## src/rtl/approx_mult_rr_arbiter.sv

```systemverilog
// Round-robin front end sharing one pipelined approximate multiplier between NREQ requesters.
// Optional macro APPROX_ARB_EXACT_PRIO_EN: exact-mode requests win arbitration over approximate ones.
module approx_mult_rr_arbiter #(
  parameter int NREQ    = 4,
  parameter int WIDTH   = 16,
  parameter int MUL_LAT = 3
) (
  input  logic                    clk,
  input  logic                    rst,
  input  logic                    en,
  input  logic [NREQ-1:0]         req_valid,
  output logic [NREQ-1:0]         req_ready,
  input  logic [NREQ*WIDTH-1:0]   req_a,
  input  logic [NREQ*WIDTH-1:0]   req_b,
  input  logic [NREQ-1:0]         req_exact,
  output logic                    mul_vld,
  output logic [WIDTH-1:0]        mul_a,
  output logic [WIDTH-1:0]        mul_b,
  output logic                    mul_recover,
  input  logic [2*WIDTH-1:0]      mul_p,
  output logic [NREQ-1:0]         rsp_valid,
  output logic [2*WIDTH-1:0]      rsp_p,
  output logic                    idle
);

  localparam int PW = (NREQ > 1) ? $clog2(NREQ) : 1;

  logic [PW-1:0]      ptr_reg;
  logic [PW-1:0]      ptr_next;
  logic [PW:0]        ptr_inc;
  logic [NREQ-1:0]    cand;
  logic [NREQ-1:0]    grant;
  logic [PW-1:0]      grant_id;
  logic [NREQ-1:0]    handshake;
  logic               hs_any;
  logic [WIDTH-1:0]   sel_a;
  logic [WIDTH-1:0]   sel_b;
  logic               sel_exact;
  logic [PW-1:0]      issue_id_reg;
  logic [MUL_LAT-1:0] tag_valid;
  logic [PW-1:0]      tag_id [MUL_LAT];

`ifdef APPROX_ARB_EXACT_PRIO_EN
  logic [NREQ-1:0] exact_req;
  assign exact_req = req_valid & req_exact;
  assign cand      = (|exact_req) ? exact_req : req_valid;
`else
  assign cand = req_valid;
`endif

  // First candidate at or after the pointer, wrapping modulo NREQ.
  always_comb begin
    logic [PW:0] idx_sum;
    logic        found;
    grant    = '0;
    grant_id = '0;
    found    = 1'b0;
    idx_sum  = '0;
    for (int k = 0; k < NREQ; k++) begin
      idx_sum = {1'b0, ptr_reg} + (PW+1)'(k);
      if (idx_sum >= (PW+1)'(NREQ))
        idx_sum = idx_sum - (PW+1)'(NREQ);
      if (!found && cand[idx_sum[PW-1:0]]) begin
        found                  = 1'b1;
        grant[idx_sum[PW-1:0]] = 1'b1;
        grant_id               = idx_sum[PW-1:0];
      end
    end
  end

  assign req_ready = grant & {NREQ{en & ~rst}};
  assign handshake = req_valid & req_ready;
  assign hs_any    = |handshake;

  assign ptr_inc  = {1'b0, grant_id} + (PW+1)'(1);
  assign ptr_next = (ptr_inc >= (PW+1)'(NREQ)) ? '0 : ptr_inc[PW-1:0];

  always_comb begin
    sel_a     = '0;
    sel_b     = '0;
    sel_exact = 1'b0;
    for (int k = 0; k < NREQ; k++) begin
      if (grant[k]) begin
        sel_a     = req_a[k*WIDTH +: WIDTH];
        sel_b     = req_b[k*WIDTH +: WIDTH];
        sel_exact = req_exact[k];
      end
    end
  end

  // Operands hold their last values between issues.
  always_ff @(posedge clk) begin
    if (rst) begin
      ptr_reg      <= '0;
      mul_vld      <= 1'b0;
      mul_a        <= '0;
      mul_b        <= '0;
      mul_recover  <= 1'b0;
      issue_id_reg <= '0;
    end else begin
      mul_vld <= hs_any;
      if (hs_any) begin
        ptr_reg      <= ptr_next;
        mul_a        <= sel_a;
        mul_b        <= sel_b;
        mul_recover  <= sel_exact;
        issue_id_reg <= grant_id;
      end
    end
  end

  // Tag pipe tracks which requester owns the product emerging from the multiplier.
  for (genvar gi = 0; gi < MUL_LAT; gi++) begin : g_tag
    if (gi == 0) begin : g_head
      always_ff @(posedge clk) begin
        if (rst) begin
          tag_valid[0] <= 1'b0;
          tag_id[0]    <= '0;
        end else begin
          tag_valid[0] <= mul_vld;
          tag_id[0]    <= issue_id_reg;
        end
      end
    end else begin : g_body
      always_ff @(posedge clk) begin
        if (rst) begin
          tag_valid[gi] <= 1'b0;
          tag_id[gi]    <= '0;
        end else begin
          tag_valid[gi] <= tag_valid[gi-1];
          tag_id[gi]    <= tag_id[gi-1];
        end
      end
    end
  end

  always_ff @(posedge clk) begin
    if (rst) begin
      rsp_valid <= '0;
      rsp_p     <= '0;
    end else begin
      rsp_valid <= tag_valid[MUL_LAT-1] ? (NREQ'(1) << tag_id[MUL_LAT-1]) : '0;
      if (tag_valid[MUL_LAT-1])
        rsp_p <= mul_p;
    end
  end

  assign idle = ~|tag_valid & ~mul_vld & ~hs_any;

endmodule

```

## config.mk

```make
export PLATFORM = sky130hd
export DESIGN_NAME = approx_mult_rr_arbiter
export DESIGN_NICKNAME = d
export VERILOG_FILES = /design/src/rtl/approx_mult_rr_arbiter.sv
export SDC_FILE = /design/constraint.sdc
export NUM_CORES = 1
export LEC_CHECK = 0
export CORE_ASPECT_RATIO = 0.7
export CORE_MARGIN = 1
export CORE_UTILIZATION = 39
export DETAILED_ROUTE_END_ITERATION = 6
export GPL_ROUTABILITY_DRIVEN = 0
export PLACE_DENSITY_LB_ADDON = 0.2
export SETUP_SLACK_MARGIN = 0.5
export SLEW_MARGIN = 10
export SYNTH_ARGS = -nofsm -noshare
export SYNTH_HDL_FRONTEND = slang
export SYNTH_SLANG_ARGS = --single-unit
```

## constraint.sdc

```tcl
create_clock -name clk -period 4 [get_ports clk]
set_clock_uncertainty 0.15 [all_clocks]
set_input_delay 0.4 -clock clk [delete_from_list [all_inputs] [get_ports clk]]
set_output_delay 0.4 -clock clk [all_outputs]
set_load 0.01 [all_outputs]
```

## Word level (Yosys, flattened, before mapping)

Memory sizes are Yosys's and may differ from the RTL's.
Index checks and enable logic that the tools add are counted.

- Register bits: 77
- Bits in read-only memories: 0
- Word-level logic and storage cells: 113
- Output and inout port bits: 75
- Memories: 1
- Input bits: 171
- Bits in latches: 0
- Memory bits (writable): 6

- Magnitude comparators: 13
- Multiplexer cells: 50
- Reduce and logical (&&, ||, !) cells: 14
- Bitwise operators: 15
- Multipliers: 0
- Add/sub/neg operators: 8
- Shifts and indexed selects: 1
- Divide/modulo/power cells: 0
- Eq/ne operators: 0

Memories:

| memory | depth | bits a word | rd ports | clocked after memory_dff | wr ports | RTL line | source |
|---|---|---|---|---|---|---|---|
| tag_id | 3 | 2 | 3 | 0 | 3 | 41 | `logic [PW-1:0] tag_id [MUL_LAT];` |

Operators with widths:

| operator | count |
|---|---|
| $mux W16 | 8 |
| $mux W2 | 12 |
| $mux W1 | 18 |
| $mux W4 | 4 |
| $ge A3 B3 Y1 const B | 4 |
| $lt A2 B3 Y1 const B | 4 |
| $or A4 B4 Y4 | 3 |
| $and A4 B4 Y4 | 2 |
| $bmux W1 S2 | 4 |
| $demux W1 S2 | 4 |
| $ge A2 B1 Y1 const B | 4 |
| $sub A2 B1 Y2 const B | 4 |
| $logic_and A1 B1 Y1 | 7 |
| $add A2 B1 Y3 const B | 2 |
| $add A2 B2 Y3 const B | 2 |
| $logic_not A1 Y1 | 4 |
| $not A1 Y1 | 4 |
| $reduce_or A4 Y1 | 1 |
| $shl A1 B2 Y4 const A | 1 |
| $and A1 B1 Y1 | 3 |
| $ge A2 B3 Y1 const B | 1 |
| $or A1 B1 Y1 | 3 |
| $reduce_or A3 Y1 | 1 |
| $reduce_or A2 Y1 | 1 |

## Logic depth before layout (Yosys ltp)

Gate-level depths: netlist of run 1.

- Word-level depth: 19
- Mapped depth: 13
- Mapped depth without buffers: 9

## Least setup slack after synthesis of run 1

OpenSTA, ideal clock, no wires.

- Path type: register -> output
- From: register with a tool-made name
- To: output idle
- Data required time: 3.450 ns
- Arrival time: 2.950 ns
- Stages on the path, launching flop included: 13
- Path buffers: 3
- Slack: 0.500 ns
- Cell sequence: dfxtp_1 -> buf_6 -> inv_1 -> ha_1 -> clkbuf_1 -> and3b_1 -> o21ai_0 -> o21ai_1 -> a221o_2 -> or2_2 -> nand3_4 -> buf_6 -> and2_1

RTL lines:

| element | RTL line | source |
|---|---|---|
| to (decl) | 23 | `output logic idle` |

## Worst setup path after layout of run 1

- From: input req_valid[1]
- To: output idle

- Longest elaborated chain between the ends: 17
- Elaborated cells on any way between the ends: 29
- Those cells by class: 15 x mux; 7 x bitwise; 7 x reduce/logical

RTL lines:

| element | RTL line | source |
|---|---|---|
| from (decl) | 11 | `input logic [NREQ-1:0] req_valid,` |
| $bmux W1 S2 | 63 | `if (!found && cand[idx_sum[PW-1:0]]) begin` |
| $mux W1 (implied by the code) | 63 |  |
| $mux W1 | 63 |  |
| $logic_not A1 Y1 | 63 |  |
| $logic_and A1 B1 Y1 | 63 |  |
| $mux W1 | 63 |  |
| $logic_not A1 Y1 | 63 |  |
| $logic_and A1 B1 Y1 | 63 |  |
| $mux W1 | 63 |  |
| $logic_not A1 Y1 | 63 |  |
| $logic_and A1 B1 Y1 | 63 |  |
| $mux W4 | 63 |  |
| $and A4 B4 Y4 | 71 | `assign req_ready = grant & {NREQ{en & ~rst}};` |
| $and A4 B4 Y4 * | 72 | `assign handshake = req_valid & req_ready;` |
| $reduce_or A4 Y1 * | 73 | `assign hs_any = \|handshake;` |
| $not A1 Y1 * | 148 | `assign idle = ~\|tag_valid & ~mul_vld & ~hs_any;` |
| $and A1 B1 Y1 * | 148 |  |

Mark *: on every way between the ends. The rest lies on a longest branch, timed or not. The select of a mux whose other input is x is not followed.

==> impl_metrics.env, run 1 <==
export IMPL_status="finished clean"
export IMPL_dp_final_hpwl_mm=11.8
export IMPL_finish_instance_area_sq_um=7340
export IMPL_synth_top_area_cell="sky130_fd_sc_hd__dfxtp_1"
export IMPL_floorplan_core_area_sq_um=10600
export IMPL_ys_warns=0
export IMPL_end_of_the_worst_register_to_register_path="issue_id_reg[1]"
export IMPL_max_reg_flops=32
export IMPL_internal_power_consumption_mw=2.76
export IMPL_grt_max_degree=46
export IMPL_multiInputGateArea_sq_um=2510
export IMPL_diodes=0
export IMPL_cts_root_buf="sky130_fd_sc_hd__clkbuf_16"
export IMPL_worst_min_path_start="tag_id[0][1]"
export IMPL_wirelength_mm=16.0
export IMPL_wl_met1_mm=6.22
export IMPL_setup_viol_count_final=0
export IMPL_regArea_sq_um=1660
export IMPL_worst_setup_hold_path_clk_slew_ns=0.06
export IMPL_switching_share=0.444
export IMPL_cp_data_required_time_ns=3.45
export IMPL_crit_path_depth=9
export IMPL_final_layout_size_suffix_gt1_frac=0.131
export IMPL_firstDrtPassIters=5
export IMPL_cts_sink_count=83
export IMPL_die_x_um=128
export IMPL_slowest_stage="sky130_fd_sc_hd__mux4_2"
export IMPL_grt_util_all_layers=0.273
export IMPL_power_switching_mw=2.21
export IMPL_drt_initial_drc_count=349
export IMPL_cp_start_kind="primary input"
export IMPL_rsz0062_at_grt="yes"
export IMPL_top_level_ports=246
export IMPL_max_slew_margin=0.604
export IMPL_drt_antenna_violating_nets=0
export IMPL_grt_pass1_wl_mm=24.7
export IMPL_report_final_slew_viol_count=0
export IMPL_cp_data_arrival_time_ns=2.98
export IMPL_largest_registers="rsp_p: 32 flops, mul_a: 16 flops, mul_b: 16 flops"
export IMPL_cp_buffers_inverters=2
export IMPL_wl_met2_mm=7.84
export IMPL_placed_area_sq_um=6990
export IMPL_synth_seq_area_share=0.384
export IMPL_fin_crit_ns=3.53
export IMPL_largest_register_by_flop_count="rsp_p"
export IMPL_least_margin_pin_slew_ns=0.594
export IMPL_timing_hold_violations_final=0
export IMPL_portBuffers=245
export IMPL_synth_cell_type_count=49
export IMPL_numCtsBuffers=9
export IMPL_rows=31
export IMPL_synth_area_sq_um=4320
export IMPL_ordered_cell_list_for_the_critical_path="clkdlybuf4s50_1, mux4_2, or3b_1, a21oi_2, a221o_2, or2_2, nand3_4, and2_1, dlygate4sd2_1"
export IMPL_critPathMaxFanout=4
export IMPL_fraction_of_post_synthesis_cell_area_in_the_top_cell_type_by_area=0.384
export IMPL_flow_area_growth_from_synthesis_pct=69.8
export IMPL_worstHoldEndpoint="tag_id[1][1]"
export IMPL_first_global_vias=4923
export IMPL_die_area_sq_um=11500
export IMPL_avgRoutedWirePerCell_um=18.5
export IMPL_ys_top_cells_by_area="sky130_fd_sc_hd__dfxtp_1 38%, sky130_fd_sc_hd__o41ai_2 10%, sky130_fd_sc_hd__mux2i_1 8.1%"
export IMPL_netlist_instances=470
export IMPL_overflow=0
export IMPL_effective_utilization_at_floorplan=0.410
export IMPL_yosys_register_bits=83
export IMPL_min_path_cells=1
export IMPL_postSynthAreaPerCell_sq_um=9.20
export IMPL_fin_tns_setup_ns=0
export IMPL_clockBufferDepth=2
export IMPL_final_worst_path_cycle_share=0.881
export IMPL_cts_hold_buf=0
export IMPL_crit_path_end_kind="output port"
export IMPL_total_leakage_power_nw=2.76
export IMPL_chipHeight_um=90.1
export IMPL_combinational_power_share=0.629
export IMPL_regToRegSetupSlack_ns=0.63
export IMPL_antenna_violations_before_repair=0
export IMPL_finalNetCount=890
export IMPL_timing_critical_path_slowest_cell_delay_ns=0.53
export IMPL_sequentialPowerShare=0.217
export IMPL_hold_path_class="flip-flop to flip-flop"
export IMPL_route_detailed_drc=0
export IMPL_worstRegToRegCells=9
export IMPL_num_vias=4802
export IMPL_critical_path_top_delay_family="buffers and inverters"
export IMPL_via_per_inst=5.55
export IMPL_setup_worst_path_class="primary input to output port"
export IMPL_filler_cell_count=811
export IMPL_clock_tree_htree_level_count=3
export IMPL_clkLatencyLatePin_ns=0.33
export IMPL_tritoncts="yes"
export IMPL_achievable_frequency_mhz=284
export IMPL_pwr_share_clk=0.154
export IMPL_synthArstFlopShare=0
export IMPL_synthesis_nets=647
export IMPL_detailroute_wirelength_met3_mm=1.54
export IMPL_synth_enable_flop_cells=0
export IMPL_maxCapViolCount=0
export IMPL_synthFlopType="sky130_fd_sc_hd__dfxtp_1"
export IMPL_irDropWorstVdd_v=0.000384
export IMPL_power_density_nw_per_um2=677
export IMPL_dr_max_layer_used="met4"
-- logic make-up after synthesis --
logic type,Yosys count,share of synthesized area
buffers and inverters,53,0.0544
xor gates and xnor gates,1,0.00203
and+or+nand+nor,187,0.201
adders and majority gates,6,0.0174
AOI/OAI and AO/OA,100,0.239
DFF,83,0.384
muxes,40,0.102
-- metal layers --
layer  up-vias  global-route usage
li1       2229                   -
met1      2285               0.309
met2       247               0.473
met3        41              0.0970
met4         0              0.0941
met5         -                   0
-- per-stage QoR --
step                      power [mW]  worst slack (ns)  hold slack (ns)   util  cells
after floorplan                 2.96             0.540            0.264      -    470
after global placement          4.00             0.331            0.267  0.663    846
after detailed placement        4.07             0.263            0.280  0.663    846
after CTS                       4.94             0.461            0.294  0.695    866
after global routing            5.25             0.394            0.313  0.696    866
final                           4.97             0.475            0.292  0.696    866
-- placed cells by master, fill, tap and decap left out, types with 4 or more instances in the layout --
master,count
sky130_fd_sc_hd__a21oi_1,7
sky130_fd_sc_hd__a221oi_1,34
sky130_fd_sc_hd__a22oi_1,4
sky130_fd_sc_hd__buf_4,26
sky130_fd_sc_hd__clkbuf_16,9
sky130_fd_sc_hd__clkdlybuf4s50_1,240
sky130_fd_sc_hd__dfxtp_1,81
sky130_fd_sc_hd__ha_1,5
sky130_fd_sc_hd__inv_1,10
sky130_fd_sc_hd__mux2i_1,35
sky130_fd_sc_hd__mux4_2,4
sky130_fd_sc_hd__nand2_1,43
sky130_fd_sc_hd__nor2_1,74
sky130_fd_sc_hd__nor2b_1,12
sky130_fd_sc_hd__nor3_1,34
sky130_fd_sc_hd__nor3b_1,5
sky130_fd_sc_hd__o41ai_1,6
sky130_fd_sc_hd__o41ai_2,27
-- synthesized netlist by cell type (2+ instances only) --
master,n
sky130_fd_sc_hd__dfxtp_1,83
sky130_fd_sc_hd__nor2_1,74
sky130_fd_sc_hd__nand2_1,43
sky130_fd_sc_hd__mux2i_1,35
sky130_fd_sc_hd__a221oi_1,34
sky130_fd_sc_hd__nor3_1,34
sky130_fd_sc_hd__clkbuf_1,32
sky130_fd_sc_hd__o41ai_2,27
sky130_fd_sc_hd__nor2b_1,12
sky130_fd_sc_hd__inv_1,11
sky130_fd_sc_hd__a21oi_1,9
sky130_fd_sc_hd__ha_1,6
sky130_fd_sc_hd__o41ai_1,6
sky130_fd_sc_hd__buf_2,5
sky130_fd_sc_hd__nor3b_1,5
sky130_fd_sc_hd__a22oi_1,4
sky130_fd_sc_hd__buf_6,4
sky130_fd_sc_hd__o21ai_0,4
sky130_fd_sc_hd__mux4_2,3
sky130_fd_sc_hd__o31ai_1,3
sky130_fd_sc_hd__or3b_1,3
sky130_fd_sc_hd__a221o_2,2
sky130_fd_sc_hd__and3b_1,2
sky130_fd_sc_hd__mux2_2,2
sky130_fd_sc_hd__nand2b_1,2
sky130_fd_sc_hd__nand3b_1,2
-- worst max path at each step --
stage                     endpoint  slack [ns]    startpoint
final                         idle        0.47  req_valid[1]
after global routing          idle        0.39    ptr_reg[1]
after CTS                     idle        0.46     flip-flop
after detailed placement      idle        0.26  req_valid[3]
after global placement        idle        0.33  req_valid[1]
after floorplan               idle        0.54     flip-flop
-- worst reg2reg max path, cell delays in order (launching register included) --
cell and delay (ns):
sky130_fd_sc_hd__dfxtp_2 0.34, sky130_fd_sc_hd__buf_6 0.17, sky130_fd_sc_hd__mux4_2 0.54, sky130_fd_sc_hd__or3b_1 0.22, sky130_fd_sc_hd__a21oi_2 0.08, sky130_fd_sc_hd__a221o_2 0.44, sky130_fd_sc_hd__or2_2 0.33, sky130_fd_sc_hd__nand3_4 0.09
sky130_fd_sc_hd__buf_4 0.49, sky130_fd_sc_hd__mux2_2 0.42
-- layout make-up --
| class | instances | area share |
|---|---|---|
| flip-flops and latches | 83 | 0.227 |
| multi-input cells | 335 | 0.342 |
| clock buffers | 9 | 0.0307 |
| clock inverters | 7 | 0.00699 |
| well taps | 148 | 0.0252 |
| inverters | 11 | 0.00563 |
| repair buffers | 273 | 0.363 |
-- repair_timing --
item                       CTS  global route
setup endpoints to repair    6             4
cloned                       1             0
pin swaps                    1             1
buffers inserted             3             0
resized for setup            8             7
-- power by group through the flow --
| stage | clock network (mW) | logic (mW) | registers, mW |
|---|---|---|---|
| floorplan | 0 | 1.81 | 1.15 |
| global placement | 0 | 2.91 | 1.08 |
| detailed placement | 0 | 2.98 | 1.09 |
| CTS | 0.782 | 3.08 | 1.08 |
| global route | 0.819 | 3.34 | 1.10 |
| finish | 0.766 | 3.12 | 1.08 |
Note: power is estimated with default switching activity, not from simulation.
==> run 2, diff against run 1 <==
--- a/config.mk
+++ b/config.mk
@@ -11,7 +11,7 @@
 export DETAILED_ROUTE_END_ITERATION = 6
 export GPL_ROUTABILITY_DRIVEN = 0
 export PLACE_DENSITY_LB_ADDON = 0.2
-export SETUP_SLACK_MARGIN = 0.5
+export SETUP_SLACK_MARGIN = 0.4
 export SLEW_MARGIN = 10
 export SYNTH_ARGS = -nofsm -noshare
 export SYNTH_HDL_FRONTEND = slang
==> run 2 against run 1 <==
  * Power grew 1.9%
  * Critical path depth shrank 1
  * Cell area up 0.49%
  * Utilization grew 0.34 points
  * Critical endpoint is now req_ready[1]
  * Combinational power increased by 3%
  * Register-to-register slack better by 0.02 ns
  * Via count rose by 0.19%
  * Critical path type is now flip-flop to output port
  * Hold slack got worse by 0.0018 ns
  * Count of clock-buffer cells in the layout stayed put
==> impl_metrics.env, run 2 (synthesis results as in run 1) <==
export IMPL_status="finished clean"
export IMPL_grt_max_degree=46
export IMPL_critPathMaxFanout=6
export IMPL_multiInputGateArea_sq_um=2510
export IMPL_effective_utilization_at_floorplan=0.410
export IMPL_fin_crit_ns=3.57
export IMPL_via_per_inst=5.53
export IMPL_cp_start_kind="flip-flop"
export IMPL_chipHeight_um=90.1
export IMPL_cp_data_required_time_ns=3.45
export IMPL_diodes=0
export IMPL_power_density_nw_per_um2=687
export IMPL_flow_area_growth_from_synthesis_pct=70.6
export IMPL_max_slew_margin=0.606
export IMPL_min_path_cells=1
export IMPL_timing_hold_violations_final=0
export IMPL_tritoncts="yes"
export IMPL_route_detailed_drc=0
export IMPL_worst_setup_hold_path_clk_slew_ns=0.06
export IMPL_regArea_sq_um=1660
export IMPL_irDropWorstVdd_v=0.000404
export IMPL_largest_registers="rsp_p: 32 flops, mul_a: 16 flops, mul_b: 16 flops"
export IMPL_dp_final_hpwl_mm=12.0
export IMPL_cts_root_buf="sky130_fd_sc_hd__clkbuf_16"
export IMPL_fin_tns_setup_ns=0
export IMPL_num_vias=4811
export IMPL_floorplan_core_area_sq_um=10600
export IMPL_largest_register_by_flop_count="rsp_p"
export IMPL_report_power_total_mw=5.07
export IMPL_finalNetCount=894
export IMPL_filler_cell_count=841
export IMPL_least_margin_pin_slew_ns=0.591
export IMPL_overflow=0
export IMPL_clock_tree_htree_level_count=3
export IMPL_total_leakage_power_nw=2.75
export IMPL_die_area_sq_um=11500
export IMPL_drt_antenna_violating_nets=0
export IMPL_clkLatencyLatePin_ns=0.34
export IMPL_portBuffers=245
export IMPL_antenna_violations_before_repair=0
export IMPL_mostFrequentLayoutCells="243 x sky130_fd_sc_hd__clkdlybuf4s50_1, 82 x sky130_fd_sc_hd__dfxtp_1, 74 x sky130_fd_sc_hd__nor2_1, 43 x sky130_fd_sc_hd__nand2_1, 35 x sky130_fd_sc_hd__mux2i_1"
export IMPL_setup_viol_count_final=0
export IMPL_worstRegToRegCells=10
export IMPL_max_reg_flops=32
export IMPL_cts_sink_count=83
export IMPL_die_x_um=128
export IMPL_clockBufferDepth=2
export IMPL_numCtsBuffers=9
export IMPL_grt_util_all_layers=0.288
export IMPL_avgRoutedWirePerCell_um=18.9
export IMPL_final_worst_path_cycle_share=0.892
export IMPL_rows=31
export IMPL_crit_path_end_kind="output port"
export IMPL_most_common_cell_after_layout_fill_and_taps_aside="sky130_fd_sc_hd__clkdlybuf4s50_1"
export IMPL_cp_data_arrival_time_ns=3.02
export IMPL_setup_worst_path_class="flip-flop to output port"
export IMPL_first_global_vias=4932
export IMPL_maxCapViolCount=0
export IMPL_hold_path_class="flip-flop to flip-flop"
export IMPL_firstDrtPassIters=5
export IMPL_achievable_frequency_mhz=280
export IMPL_report_final_slew_viol_count=0
export IMPL_top_level_ports=246
export IMPL_final_layout_size_suffix_gt1_frac=0.136
export IMPL_drt_initial_drc_count=299
export IMPL_wirelength_mm=16.4
export IMPL_rsz0062_at_grt="yes"
export IMPL_grt_pass1_wl_mm=25.8
## run 2: critical path, stage by stage (launching register included)
cell,delay [ns]
sky130_fd_sc_hd__dfxtp_1,0.36
sky130_fd_sc_hd__inv_2,0.10
sky130_fd_sc_hd__ha_4,0.32
sky130_fd_sc_hd__mux4_2,0.37
sky130_fd_sc_hd__or3b_1,0.39
sky130_fd_sc_hd__a21oi_1,0.19
sky130_fd_sc_hd__a221o_1,0.24
sky130_fd_sc_hd__nor2b_2,0.17
sky130_fd_sc_hd__clkdlybuf4s50_1,0.53
## run 2: final timing paths
| kind | from | to | slack [ns] |
|---|---|---|---|
| worst min-delay path | tag_id[1][0] | tag_id[2][0] | 0.29 |
| worst max-delay path | flip-flop | req_ready[1] | 0.43 |
| worst max register to register | flip-flop | issue_id_reg[1] | 0.65 |
| worst min register to register | tag_id[1][0] | tag_id[2][0] | 0.29 |
## run 2: repair_timing
action | in CTS | in global routing
pin swaps | 2 | 2
hold buffers | 0 | 0
gates cloned | 1 | 0
endpoints found under the setup margin | 6 | 4
setup buffers | 3 | 5
resized for setup | 5 | 8
## run 2: layer usage
metal / wire length, um / share of wire / track usage
met1: 6370 / 0.39 / 0.343
met2: 8010 / 0.49 / 0.493
met3: 1630 / 0.099 / 0.0857
met4: 437 / 0.027 / 0.0922
met5: 0 / 0 / 0
## run 2: cell type report
type	count	area share
well taps	148	0.0251
repair buffers	277	0.366
flip-flops and latches	83	0.225
inverters	11	0.00560
multi-input cells	335	0.340
clock buffers	9	0.0305
clock inverters	7	0.00712
## run 2: power by group
group | total (mW) | switching, mW | internal (mW)
Clock | 0.784 | 0.359 | 0.425
Combinational | 3.20 | 1.81 | 1.39
Sequential | 1.08 | 0.0884 | 0.994
## run 2: metrics by stage
step	instance area [sq um]	hold slack, ns	std cells	worst slack (ns)	utilization
global placement	6980	0.270	845	0.313	0.662
CTS	7320	0.296	865	0.409	0.694
global route	7380	0.313	870	0.351	0.699
finish	7380	0.290	870	0.432	0.699
floorplan	4320	0.264	470	0.500	-
detailed placement	6980	0.281	845	0.274	0.662
